### src/rtl/fetch_queue.sv
// Instruction prefetch queue between fetch and decode.
// Captures {IR, PC+4} from fetch at the edge where the PC advances, holds up
// to DEPTH entries and presents a show-ahead head entry to decode.
// A redirect (flush) drops every queued and in-flight instruction.
module fetch_queue #(
    parameter int          DEPTH = 4,
    parameter logic [31:0] NOP   = 32'h0000_0000
) (
    input  logic                       clk,
    input  logic                       reset,
    input  logic [31:0]                f_ir,
    input  logic [31:0]                f_pc4,
    output logic                       fetch_en,
    input  logic                       flush,
    input  logic                       id_ready,
    output logic                       id_valid,
    output logic [31:0]                id_ir,
    output logic [31:0]                id_pc4,
    output logic [$clog2(DEPTH):0]     count
);

    localparam int AW = $clog2(DEPTH);
    localparam int CW = AW + 1;
    localparam logic [CW-1:0] FULL_CNT = CW'(DEPTH);

    logic [63:0]   mem_q [DEPTH];
    logic [AW-1:0] rd_ptr_q, rd_ptr_d;
    logic [AW-1:0] wr_ptr_q, wr_ptr_d;
    logic [CW-1:0] count_q, count_d;

    logic full;
    logic push;
    logic pop;

    assign full     = (count_q == FULL_CNT);
    assign id_valid = (count_q != '0);

    // Flush forces fetch_en high so fetch loads the redirect target; a full
    // queue still advances fetch when decode frees the head this cycle.
    assign fetch_en = !reset && (flush || !full || id_ready);
    assign push     = fetch_en && !flush;
    assign pop      = id_valid && id_ready && !flush;

    assign id_ir  = id_valid ? mem_q[rd_ptr_q][63:32] : NOP;
    assign id_pc4 = id_valid ? mem_q[rd_ptr_q][31:0]  : 32'h0;
    assign count  = count_q;

    // Next-state for pointers and occupancy; pointers wrap naturally.
    always_comb begin
        rd_ptr_d = rd_ptr_q;
        wr_ptr_d = wr_ptr_q;
        count_d  = count_q;
        if (flush) begin
            rd_ptr_d = '0;
            wr_ptr_d = '0;
            count_d  = '0;
        end else begin
            if (push) wr_ptr_d = wr_ptr_q + 1'b1;
            if (pop)  rd_ptr_d = rd_ptr_q + 1'b1;
            if (push && !pop)      count_d = count_q + 1'b1;
            else if (pop && !push) count_d = count_q - 1'b1;
        end
    end

    // Pointer/occupancy registers; reset overrides flush.
    always_ff @(posedge clk) begin
        if (reset) begin
            rd_ptr_q <= '0;
            wr_ptr_q <= '0;
            count_q  <= '0;
        end else begin
            rd_ptr_q <= rd_ptr_d;
            wr_ptr_q <= wr_ptr_d;
            count_q  <= count_d;
        end
    end

    // Entry storage; contents need no reset since count gates visibility.
    always_ff @(posedge clk) begin
        if (push && !reset) mem_q[wr_ptr_q] <= {f_ir, f_pc4};
    end

    // Underflow and overflow must be impossible by construction.
    a_no_underflow: assert property (@(posedge clk) disable iff (reset)
        !(pop && count_q == '0));
    a_no_overflow: assert property (@(posedge clk) disable iff (reset)
        !(push && full && !pop));

endmodule

### config.mk
export PLATFORM = sky130hd
export DESIGN_NAME = fetch_queue
export DESIGN_NICKNAME = d
export VERILOG_FILES = /design/src/rtl/fetch_queue.sv
export SDC_FILE = /design/constraint.sdc
export NUM_CORES = 1
export LEC_CHECK = 0
export CAP_MARGIN = 20
export CORE_UTILIZATION = 33
export CTS_BUF_LIST = sky130_fd_sc_hd__clkbuf_4 sky130_fd_sc_hd__clkbuf_8
export DETAILED_ROUTE_END_ITERATION = 7
export PLACE_DENSITY_LB_ADDON = 0.15
export SETUP_SLACK_MARGIN = 0.1
export SLEW_MARGIN = 10
export SYNTH_ARGS = -nofsm -noshare
export SYNTH_HDL_FRONTEND = slang
export SYNTH_SLANG_ARGS = --single-unit
export TNS_END_PERCENT = 50
### constraint.sdc
create_clock -name clk -period 9 [get_ports clk]
set_clock_uncertainty 0.05 [all_clocks]
set_input_delay 1.8 -clock clk [delete_from_list [all_inputs] [get_ports clk]]
set_output_delay 1.8 -clock clk [all_outputs]
set_load 0.02 [all_outputs]
# Yosys cells after proc, flatten, opt, wreduce, memory -nomap -nowiden
# Memories as Yosys holds them, arrays and structs flattened. A register that Yosys moved wholly into a read port is not among the register bits.
# Cells that the tools add are included.
[op_classes] addsub=4 n_eq_ne=1 n_mux=8 reduce_logical=17
[ops] cell="2-to-1 mux 32 bit" n=2
[ops] cell="logical AND 1 bit" n=7
[ops] cell="2-to-1 mux 3 bit" n=2
[ops] cell="logical NOT 1 bit" n=5
[ops] cell="adder 2 x 1 -> 2 bit, second input constant" n=2
[ops] cell="2-to-1 mux 2 bit" n=2
[ops] cell="adder 3 x 1 -> 3 bit, second input constant" n=1
[ops] cell="equality test 3 bit, second input constant" n=1
[ops] cell="nonzero test 3 bit" n=1
[ops] cell="subtractor 3 x 1 -> 3 bit, second input constant" n=1
[ops] cell="logical OR 1 bit" n=2
[ops] cell="2-to-1 mux 1 bit" n=2
[ops] cell="nonzero test 2 bit" n=1
[ops] cell="OR reduction 2 bit" n=1
[totals] regBits=7 ramBits=256 inputBits=68 wordCells=34 mem_count=1
[memory_table] name="mem_q" depth=4 width=64 read_ports=1 rd_clocked_by_memory_dff=1 write_ports=1 line_no="26" text="logic [63:0] mem_q [DEPTH];"

# Depth between registers and ports, before layout
# Gate-level depths: netlist of the first run.
[depth] depth_word=10 ltp_mapped=9 depth_no_buf=8

# Least setup slack after synthesis of the first run
# OpenSTA, ideal clock, no wires.
[synth_path] path_kind="input port to flip-flop" startpoint="input flush" endpoint="memory mem_q[0][0] (enable)" t_arrival_ns=3.995 t_required_ns=8.521 setup_slack_ns=4.526 cell_stages=4 n_path_buf=1 path_cell_list="or2_2 > clkbuf_1 > nor2_1 > and2_1"
[synth_between] elab_chain_cells=7 word_cells_on_any_way=8 classes_between="mux: 2; reduce/logical: 6"
[synth_lines] element="from (decl)" line_no="14" text="input logic flush,"
[synth_lines] element="logical OR 1 bit (2 in series)" line_no="40" text="assign fetch_en = !reset && (flush || !full || id_ready);"
[synth_lines] element="logical AND 1 bit" line_no="40"
[synth_lines] element="logical AND 1 bit *" line_no="41" text="assign push = fetch_en && !flush;"
[synth_lines] element="named net push" line_no="32" text="logic push;"
[synth_lines] element="logical AND 1 bit *" line_no="80" text="if (push && !reset) mem_q[wr_ptr_q] <= {f_ir, f_pc4};"
[synth_lines] element="2-to-1 mux 1 bit *" line_no="80"
[synth_lines] element="2-to-1 mux 1 bit (not written as such) *" line_no="80"
[synth_lines] element="to (decl)" line_no="26"
# The timed path passes the listed nets; every way through them passes the cells marked *.

==> results.py, run 1 <==
metrics = {
    "route": {
        "wl_per_cell_um": 19.34,
        "num_vias": 4879,
        "vias_per_cell": 4.656,
        "firstDrtPassIters": 4,
        "wirelength_mm": 20.27,
        "antenna_left": 0,
        "drt_iter0_drc": 222,
        "drc_errors": 0,
    },
    "sta": {
        "slew_viol_final": 0,
        "finalSetupTns_ns": 0,
        "fin_hold_ws_ns": 0.4778,
        "worstMarginPinSlew_ns": 1.059,
        "finalCriticalPeriod_ns": 5.264,
        "fin_crit_sh_pct": 58.49,
        "finalSetupViolCount": 0,
        "max-slew-margin-rel_pct": 29.41,
        "max_freq_mhz": 190.0,
        "rsz0062_at_grt": "false",
        "fin_ws_ns": 3.736,
        "hold_violations": 0,
    },
    "floorplan": {
        "core_area_um2": 30510,
        "fp.dieH_um": 178.0,
        "rows": 64,
        "initial_core_util_pct": 33.49,
        "fp.dieW_um": 178.0,
        "die_area_um2": 31670,
        "ios": 137,
    },
    "clock_tree": {
        "cts_buffers": 44,
        "cts-root-buf": "clkbuf_8",
        "cts_hold_buf": 0,
        "insertion_delay_ns": 0.53,
        "htree_levels": 2,
        "post_cts_buffers": 0,
        "path_clk_slew_ns": 0.06,
        "cts_tree": "done",
        "cts_sinks": 265,
        "postCtsResizedCells": 0,
        "cts_buffer_depth": 3,
    },
    "final_layout": {
        "layout-drive-gt1-share_pct": 21.63,
        "final.fill_count": 2690,
        "area_growth_pct": 25.24,
        "num-nets-final": 694,
        "antenna_cells": 0,
        "design_area_um2": 12800,
    },
    "setup_path": {
        "worstPathArrival_ns": 3.41,
        "critPathBufInv": 2,
        "worstPathRequired_ns": 7.15,
        "end_kind": "output port",
        "crit_slowest_cell": "dfxtp_4",
        "crit_type": "reg -> out",
        "critPathTopFamily": "buffers and inverters",
        "cp-start-kind": "flip-flop",
        "cp_cell_sequence": "buf_4 -> mux4_1 -> and2_1 -> clkdlybuf4s50_1",
        "cp_max_fo": 36,
        "critPathMaxStageDelay_ns": 0.76,
    },
    "yosys": {
        "yosysMostFrequentCell": "edfxtp_1",
        "syn_inst": 454,
        "synth_area_um2": 10220,
        "synthTopCellsByArea": "edfxtp_1 75%, mux4_2 13%, and2_1 4.2%, dfxtp_1 1.8%, buf_12 1.2%",
        "ys_seq_area_share_pct": 77.00,
        "synth_fp_nets": 528,
        "yosys.area.top_type_share_pct": 75.24,
        "yosys_warnings": 0,
        "synth_common_cells": "256 x edfxtp_1, 68 x and2_1, 60 x mux4_2, 9 x dfxtp_1, 8 x nor2_1",
        "ys_ff_latch": 265,
        "synthArstFlopShare_pct": 0,
        "synth_edf_count": 256,
        "ys.flop_type": "edfxtp_1",
        "avgSynthCellArea_um2": 22.51,
        "synth_cell_types": 25,
        "synth_top_cell_by_area": "edfxtp_1",
    },
    "global_route": {
        "first_global_vias": 5363,
        "grtUsageTotal_pct": 13.15,
        "grt_overflow": 0,
        "grt_first_pass_wirelength_mm": 30.53,
        "antenna_found_initial": 1,
        "grt_max_degree": 65,
    },
    "placed_design": {
        "portBuffers": 136,
        "routabilityCongestion": 0.6550,
        "preCtsSetupSlack_ns": 3.821,
        "hpwl_mm": 10.91,
        "post_dp_cell_area_um2": 11960,
    },
    "power": {
        "leakagePower_nw": 4.032,
        "power.total_mw": 2.581,
        "ir_drop_v": 0.00008991,
        "power_density_nw_per_um2": 201.7,
    },
    "run_status": {
        "outcome": "finished, final reports clean",
    },
    "hold_path": {
        "min_path_type": "reg -> reg",
    },
    "flow_run": {
        "maxCapViolations": 0,
    },
}
==> metrics by stage <==
step,cells,util (%)
after floorplan,454,-
after global placement,969,39.11
after detailed placement,970,39.20
after CTS,1048,41.94
after global routing,1048,41.94
final,1048,41.94
==> sequential cells by signal, indices dropped and copies added, names as in the netlist, named ones only <==
signal    cells
mem_q       256
count         3
rd_ptr_q      2
wr_ptr_q      2
==> cells in the final DEF, fill, tap and decap left out, drive strengths merged, types with 2 or more instances in the layout <==
master           n
and2            68
clkbuf          62
xor2             4
edfxtp         256
a21oi            2
mux4            64
inv              4
dfxtp            9
clkdlybuf4s50  136
mux2i            2
clkinv          14
ha               5
nor2             8
or3              2
buf              6
clkinvlp         2
==> power breakdown <==
| part | switching (mW) | internal (mW) |
|---|---|---|
| Clock | 0.446 | 0.545 |
| Sequential | 0.00891 | 1.38 |
| Combinational | 0.0993 | 0.102 |
| Total | 0.554 | 2.03 |
==> logic make-up after synthesis <==
group / after synthesis / synth area share, %
AO/OA/AOI/OAI: 5 / 0.3061
XOR/XNOR: 5 / 0.4286
buffers and inverters: 26 / 2.082
multiplexers: 66 / 14.45
flip-flops: 265 / 77.00
adder cells (fa/ha/maj): 6 / 0.8082
AND/OR/NAND/NOR: 81 / 4.923
==> routing by layer <==
| layer | wire length (µm) | share of wire, % | GRT usage, % | vias to the layer above |
|---|---|---|---|---|
| met1 | 8524 | 42 | 16.17 | 2531 |
| met4 | 516 | 2.5 | 4.843 | 2 |
| met2 | 10130 | 50 | 22.31 | 121 |
| met3 | 1088 | 5.4 | 3.256 | 47 |
| li1 | - | - | - | 2178 |
| met5 | 13 | 0.064 | 0 | - |
==> area by class of cell <==
type	instances	area, µm²	share of cell area, %
clock buffers	62	765.7	5.984
clock inverters	16	70.07	0.5476
inverters	4	15.01	0.1173
multi-input cells	163	2148	16.79
flip-flops and latches	265	7875	61.54
well taps	396	495.5	3.872
repair buffers	142	1426	11.15
==> worst paths after layout <==
path / start / to / slack [ns] / depth (start not counted)
max: flip-flop / id_ir[31] / 3.74 / 4
max reg2reg: count[1] / count[2] / 6.27 / 8
min: rd_ptr_q[1] / rd_ptr_q[1] / 0.48 / 2
min reg2reg: rd_ptr_q[1] / rd_ptr_q[1] / 0.48 / 2
==> tightest hold or removal path, stage by stage, from the launching register on <==
cell and delay, ns:
dfxtp_1 0.32, xor2_1 0.07, nor2_1 0.10
No activity file was read; power rests on OpenSTA's default activity.
==> inputs of run 2 (changes only) <==
==> constraint.sdc (replaced) <==
create_clock -name clk -period 5.4 [get_ports clk]
set_clock_uncertainty 0.05 [all_clocks]
set_input_delay 1.08 -clock clk [delete_from_list [all_inputs] [get_ports clk]]
set_output_delay 1.08 -clock clk [all_outputs]
set_load 0.02 [all_outputs]
==> results.py, run 2 (synthesized netlist as in run 1, its figures left out) <==
metrics = {
    "floorplan": {
        "core_area_um2": 30510,
        "fp.dieH_um": 178.0,
        "die_area_um2": 31670,
        "ios": 137,
        "initial_core_util_pct": 33.49,
        "fp.dieW_um": 178.0,
        "rows": 64,
    },
    "global_route": {
        "grt_first_pass_wirelength_mm": 30.74,
        "first_global_vias": 5338,
        "grt_overflow": 0,
        "grt_max_degree": 65,
        "antenna_found_initial": 0,
        "grtUsageTotal_pct": 13.19,
    },
    "setup_path": {
        "r2r-end": "count[2]",
        "r2r_slack_ns": 2.14,
        "worstPathRequired_ns": 4.27,
        "crit_start": "count[0]",
        "timing.rr.start": "count[0]",
        "end_kind": "output port",
        "rr_worst_depth": 9,
        "cp_max_fo": 41,
        "crit_type": "reg -> out",
        "worstPathArrival_ns": 3.03,
        "cp-start-kind": "flip-flop",
    },
    "clock_tree": {
        "cts_hold_buf": 0,
        "htree_levels": 2,
        "cts_buffers": 46,
        "post_cts_buffers": 0,
        "path_clk_slew_ns": 0.06,
        "cts_sinks": 265,
        "cts-root-buf": "clkbuf_8",
        "insertion_delay_ns": 0.53,
        "postCtsResizedCells": 0,
        "cts_tree": "done",
        "cts_buffer_depth": 3,
    },
    "run_status": {
        "outcome": "finished, final reports clean",
    },
    "final_layout": {
        "layout-drive-gt1-share_pct": 22.76,
        "layout_commonest_cell": "edfxtp_1",
        "layout_common_cells": "256 x edfxtp_1, 136 x clkdlybuf4s50_1, 64 x and2_1, 60 x mux4_2, 51 x clkbuf_8",
        "largest_register": "mem_q",
        "antenna_cells": 0,
        "area_growth_pct": 26.65,
        "num-nets-final": 697,
        "largest_reg_flops": 256,
        "design_area_um2": 12940,
        "layoutNonFillerInstCount": 1055,
    },
    "sta": {
        "worstMarginPinSlew_ns": 1.077,
        "finalSetupTns_ns": 0,
        "finalSetupViolCount": 0,
        "finalCriticalPeriod_ns": 4.163,
        "max_freq_mhz": 240.2,
        "max-slew-margin-rel_pct": 28.18,
        "fin_crit_sh_pct": 77.10,
        "rsz0062_at_grt": "false",
        "fin_hold_ws_ns": 0.4800,
        "slew_viol_final": 0,
        "hold_violations": 0,
    },
    "hold_path": {
        "min_to": "rd_ptr_q[0]",
        "hp-start": "rd_ptr_q[0]",
        "min_path_type": "reg -> reg",
        "hold_depth": 2,
    },
    "route": {
        "drt_iter0_drc": 254,
        "vias_per_cell": 4.645,
        "firstDrtPassIters": 4,
        "wirelength_mm": 20.41,
        "antenna_left": 0,
        "drc_errors": 0,
        "wl_per_cell_um": 19.34,
        "num_vias": 4900,
    },
    "power": {
        "pwr-share-seq_pct": 52.1,
        "power_frac_clock_pct": 40.2,
        "comb_power_share_pct": 7.7,
        "ir_drop_v": 0.0001355,
        "leakagePower_nw": 4.101,
        "p_sw_share_pct": 21.25,
        "power_density_nw_per_um2": 342.8,
        "p_switching_uw": 942.5,
        "p_int_mw": 3.493,
    },
    "placed_design": {
        "hpwl_mm": 11.18,
        "post_dp_cell_area_um2": 12000,
        "routabilityCongestion": 0.6608,
        "placed_cells": 970,
        "portBuffers": 136,
    },
    "flow_run": {
        "maxCapViolations": 0,
    },
}
-- run 2: cell count changes in the layout (fill, tap and decap cells not counted), sizes merged --
| cell | delta |
|---|---|
| clkbuf | +5 |
| buf | +1 |
| bufinv | +1 |
| clkinvlp | -1 |
| clkinv | +1 |
-- run 2: metal layers --
metal  up-vias  routed length (µm)  GRT usage (%)
met4         0                 350          4.345
met2       127               10180          21.40
met5         -                   0              0
met1      2553                8850          17.33
li1       2191                   -              -
met3        29                1029          3.213
-- run 2: power groups by stage --
stage | Sequential, mW | Combinational, mW | Clock [mW]
after floorplan | 2.35 | 0.165 | 0
after global placement | 2.35 | 0.338 | 0
after detailed placement | 2.35 | 0.346 | 0
after CTS | 2.31 | 0.347 | 1.85
after global routing | 2.31 | 0.366 | 1.94
final | 2.31 | 0.340 | 1.78
-- run 2: final cells by class --
cell class                 instances  area, µm²
clock buffer                      67      822.0
clock inverter                    17      100.1
fill                            2671      17570
inverter                           4      15.01
multi-input combinational        163       2148
sequential                       265       7875
tap                              396      495.5
timing repair buffer             143       1484
-- run 2: worst max path at each step --
stage                     slack, ns           to  depth (start not counted)
after floorplan                1.65  mem_q[0][0]                          4
after global routing           0.99    id_ir[21]                          4
final                          1.24     id_ir[9]                          4
after detailed placement       1.57     fetch_en                          4
after CTS                      1.10     id_ir[9]                          4
after global placement         1.66     fetch_en                          4
-- run 2: critical path, stage by stage (launching register included) --
cell and delay, ns:
dfxtp_1 0.53, or3_2 0.77, buf_4 0.41, and2_1 0.17
clkdlybuf4s50_1 0.60
-- run 2: through the flow --
step                      util (%)  setup WS, ns  total power, mW
final                        42.41         1.237            4.435
after global routing         42.41        0.9921            4.617
after CTS                    42.35         1.097            4.507
after detailed placement     39.32         1.568            2.701
after global placement       39.10         1.664            2.689
after floorplan                  -         1.646            2.518
==> inputs of run 3 (changes only) <==
==> constraint.sdc (replaced) <==
create_clock -name clk -period 4.2 [get_ports clk]
set_clock_uncertainty 0.05 [all_clocks]
set_input_delay 0.84 -clock clk [delete_from_list [all_inputs] [get_ports clk]]
set_output_delay 0.84 -clock clk [all_outputs]
set_load 0.02 [all_outputs]
==> results.py, run 3 (synthesized netlist as in run 1, its figures left out) <==
metrics = {
    "placed_design": {
        "hpwl_mm": 12.45,
        "routabilityCongestion": 0.7171,
        "portBuffers": 136,
    },
    "setup_path": {
        "worstPathArrival_ns": 2.82,
        "end_kind": "output port",
        "critPathBufInv": 2,
        "worstSetupEndpoint": "id_ir[6]",
        "worstPathRequired_ns": 3.31,
        "r2r_slack_ns": 1.42,
        "critPathTopFamily": "simple AND/OR/NAND/NOR gates",
        "cp.depth": 4,
        "crit_type": "reg -> out",
        "cp_cell_sequence": "or3_2 -> buf_12 -> and2_1 -> clkdlybuf4s50_1",
        "crit_slowest_cell": "or3_2",
        "critPathMaxStageDelay_ns": 0.81,
        "rr_worst_depth": 8,
        "timing.rr.start": "count[0]",
        "crit_start": "count[0]",
        "r2r-end": "count[2]",
        "cp-start-kind": "flip-flop",
        "cp_max_fo": 37,
    },
    "global_route": {
        "grt_first_pass_wirelength_mm": 31.91,
        "antenna_found_initial": 1,
        "grt_overflow": 0,
        "first_global_vias": 5458,
        "grt_max_degree": 38,
        "grtUsageTotal_pct": 13.75,
    },
    "clock_tree": {
        "postCtsResizedCells": 0,
        "cts_sinks": 265,
        "cts_tree": "done",
        "path_clk_slew_ns": 0.06,
        "cts_buffers": 44,
        "post_cts_buffers": 0,
        "cts_hold_buf": 0,
        "cts-root-buf": "clkbuf_8",
        "cts_buffer_depth": 3,
        "insertion_delay_ns": 0.52,
        "htree_levels": 2,
    },
    "sta": {
        "fin_hold_ws_ns": 0.4718,
        "fin_crit_sh_pct": 88.33,
        "max_freq_mhz": 269.6,
        "rsz0062_at_grt": "false",
        "slew_viol_final": 0,
        "hold_violations": 0,
        "max-slew-margin-rel_pct": 55.40,
        "finalCriticalPeriod_ns": 3.710,
        "finalSetupViolCount": 0,
        "worstMarginPinSlew_ns": 0.6690,
        "finalSetupTns_ns": 0,
    },
    "floorplan": {
        "die_area_um2": 31670,
        "rows": 64,
        "initial_core_util_pct": 33.49,
        "ios": 137,
        "fp.dieW_um": 178.0,
        "fp.dieH_um": 178.0,
        "core_area_um2": 30510,
    },
    "power": {
        "pwr-share-seq_pct": 52.8,
        "power_density_nw_per_um2": 434.1,
        "power_frac_clock_pct": 39.3,
        "p_sw_share_pct": 21.20,
        "p_switching_mw": 1.193,
        "p_int_mw": 4.435,
        "comb_power_share_pct": 7.9,
        "ir_drop_v": 0.0001574,
        "leakagePower_nw": 4.126,
    },
    "route": {
        "vias_per_cell": 4.696,
        "highest_layer": "met5",
        "firstDrtPassIters": 4,
        "wl_met1_mm": 9.071,
        "num_vias": 4973,
        "drt_iter0_drc": 255,
        "route.met2.wl_mm": 10.41,
        "antenna_left": 0,
        "wirelength_mm": 21.12,
        "dr_wl_met3_mm": 1.111,
        "wl_per_cell_um": 19.94,
        "drc_errors": 0,
    },
    "final_layout": {
        "layout_commonest_cell": "edfxtp_1",
        "layout-drive-gt1-share_pct": 23.23,
        "antenna_cells": 0,
        "largest_reg_flops": 256,
        "largest_register": "mem_q",
        "num-nets-final": 705,
        "area_growth_pct": 26.88,
        "layout_common_cells": "256 x edfxtp_1, 136 x clkdlybuf4s50_1, 64 x and2_1, 60 x mux4_2, 48 x clkbuf_8",
    },
    "hold_path": {
        "min_path_type": "reg -> reg",
        "hold_depth": 2,
    },
    "run_status": {
        "outcome": "finished, final reports clean",
    },
    "flow_run": {
        "maxCapViolations": 0,
    },
}
run 3: metrics by stage:
step / std cells / util [%] / cell area, µm² / total power, mW / worst slack, ns
finish: 1059 / 42.49 / 12960 / 5.628 / 0.4903
global route: 1059 / 42.49 / 12960 / 5.861 / 0.2667
CTS: 1059 / 42.49 / 12960 / 5.712 / 0.3837
detailed placement: 981 / 39.65 / 12100 / 3.481 / 0.8438
global placement: 981 / 39.65 / 12100 / 3.472 / 0.9302
floorplan: 454 / - / 10220 / 3.238 / 0.6857
run 3: cell type report:
| type | count | area (µm²) |
|---|---|---|
| clock inverters | 13 | 77.57 |
| inverters | 4 | 15.01 |
| fillers | 2672 | 17550 |
| well taps | 396 | 495.5 |
| flip-flops and latches | 265 | 7875 |
| multi-input cells | 163 | 2148 |
| repair buffers | 153 | 1564 |
| clock buffers | 65 | 788.3 |
run 3: worst register-to-register path, delay by kind of cell (launching register included):
kind,cells,cell delay [ns]
buf+inv,1,0.06
flops,1,0.41
xor+xnor,1,0.16
compound gates,1,0.13
simple gates,3,1.33
fa+ha+maj,2,0.57
run 3: worst min path at each step:
stage	startpoint	end	slack [ns]
detailed placement	rd_ptr_q[1]	flip-flop	0.46
global placement	rd_ptr_q[1]	flip-flop	0.49
floorplan	rd_ptr_q[1]	flip-flop	0.43
CTS	rd_ptr_q[1]	flip-flop	0.48
global route	rd_ptr_q[1]	flip-flop	0.54
finish	rd_ptr_q[1]	flip-flop	0.47
run 3: power by group through the flow:
stage | sequential, mW | clock, mW | combinational (mW)
6_report | 2.97 | 2.21 | 0.446
5_1_grt | 2.97 | 2.41 | 0.481
4_1_cts | 2.97 | 2.28 | 0.457
3_5_place_dp | 3.03 | 0 | 0.454
3_3_place_gp | 3.02 | 0 | 0.449
2_1_floorplan | 3.03 | 0 | 0.212
run 3: per-layer routing:
metal / vias to the layer above / track usage [%]
met5: - / 0
met4: 2 / 4.736
met3: 49 / 3.278
met2: 133 / 22.58
met1: 2584 / 17.80
li1: 2205 / -
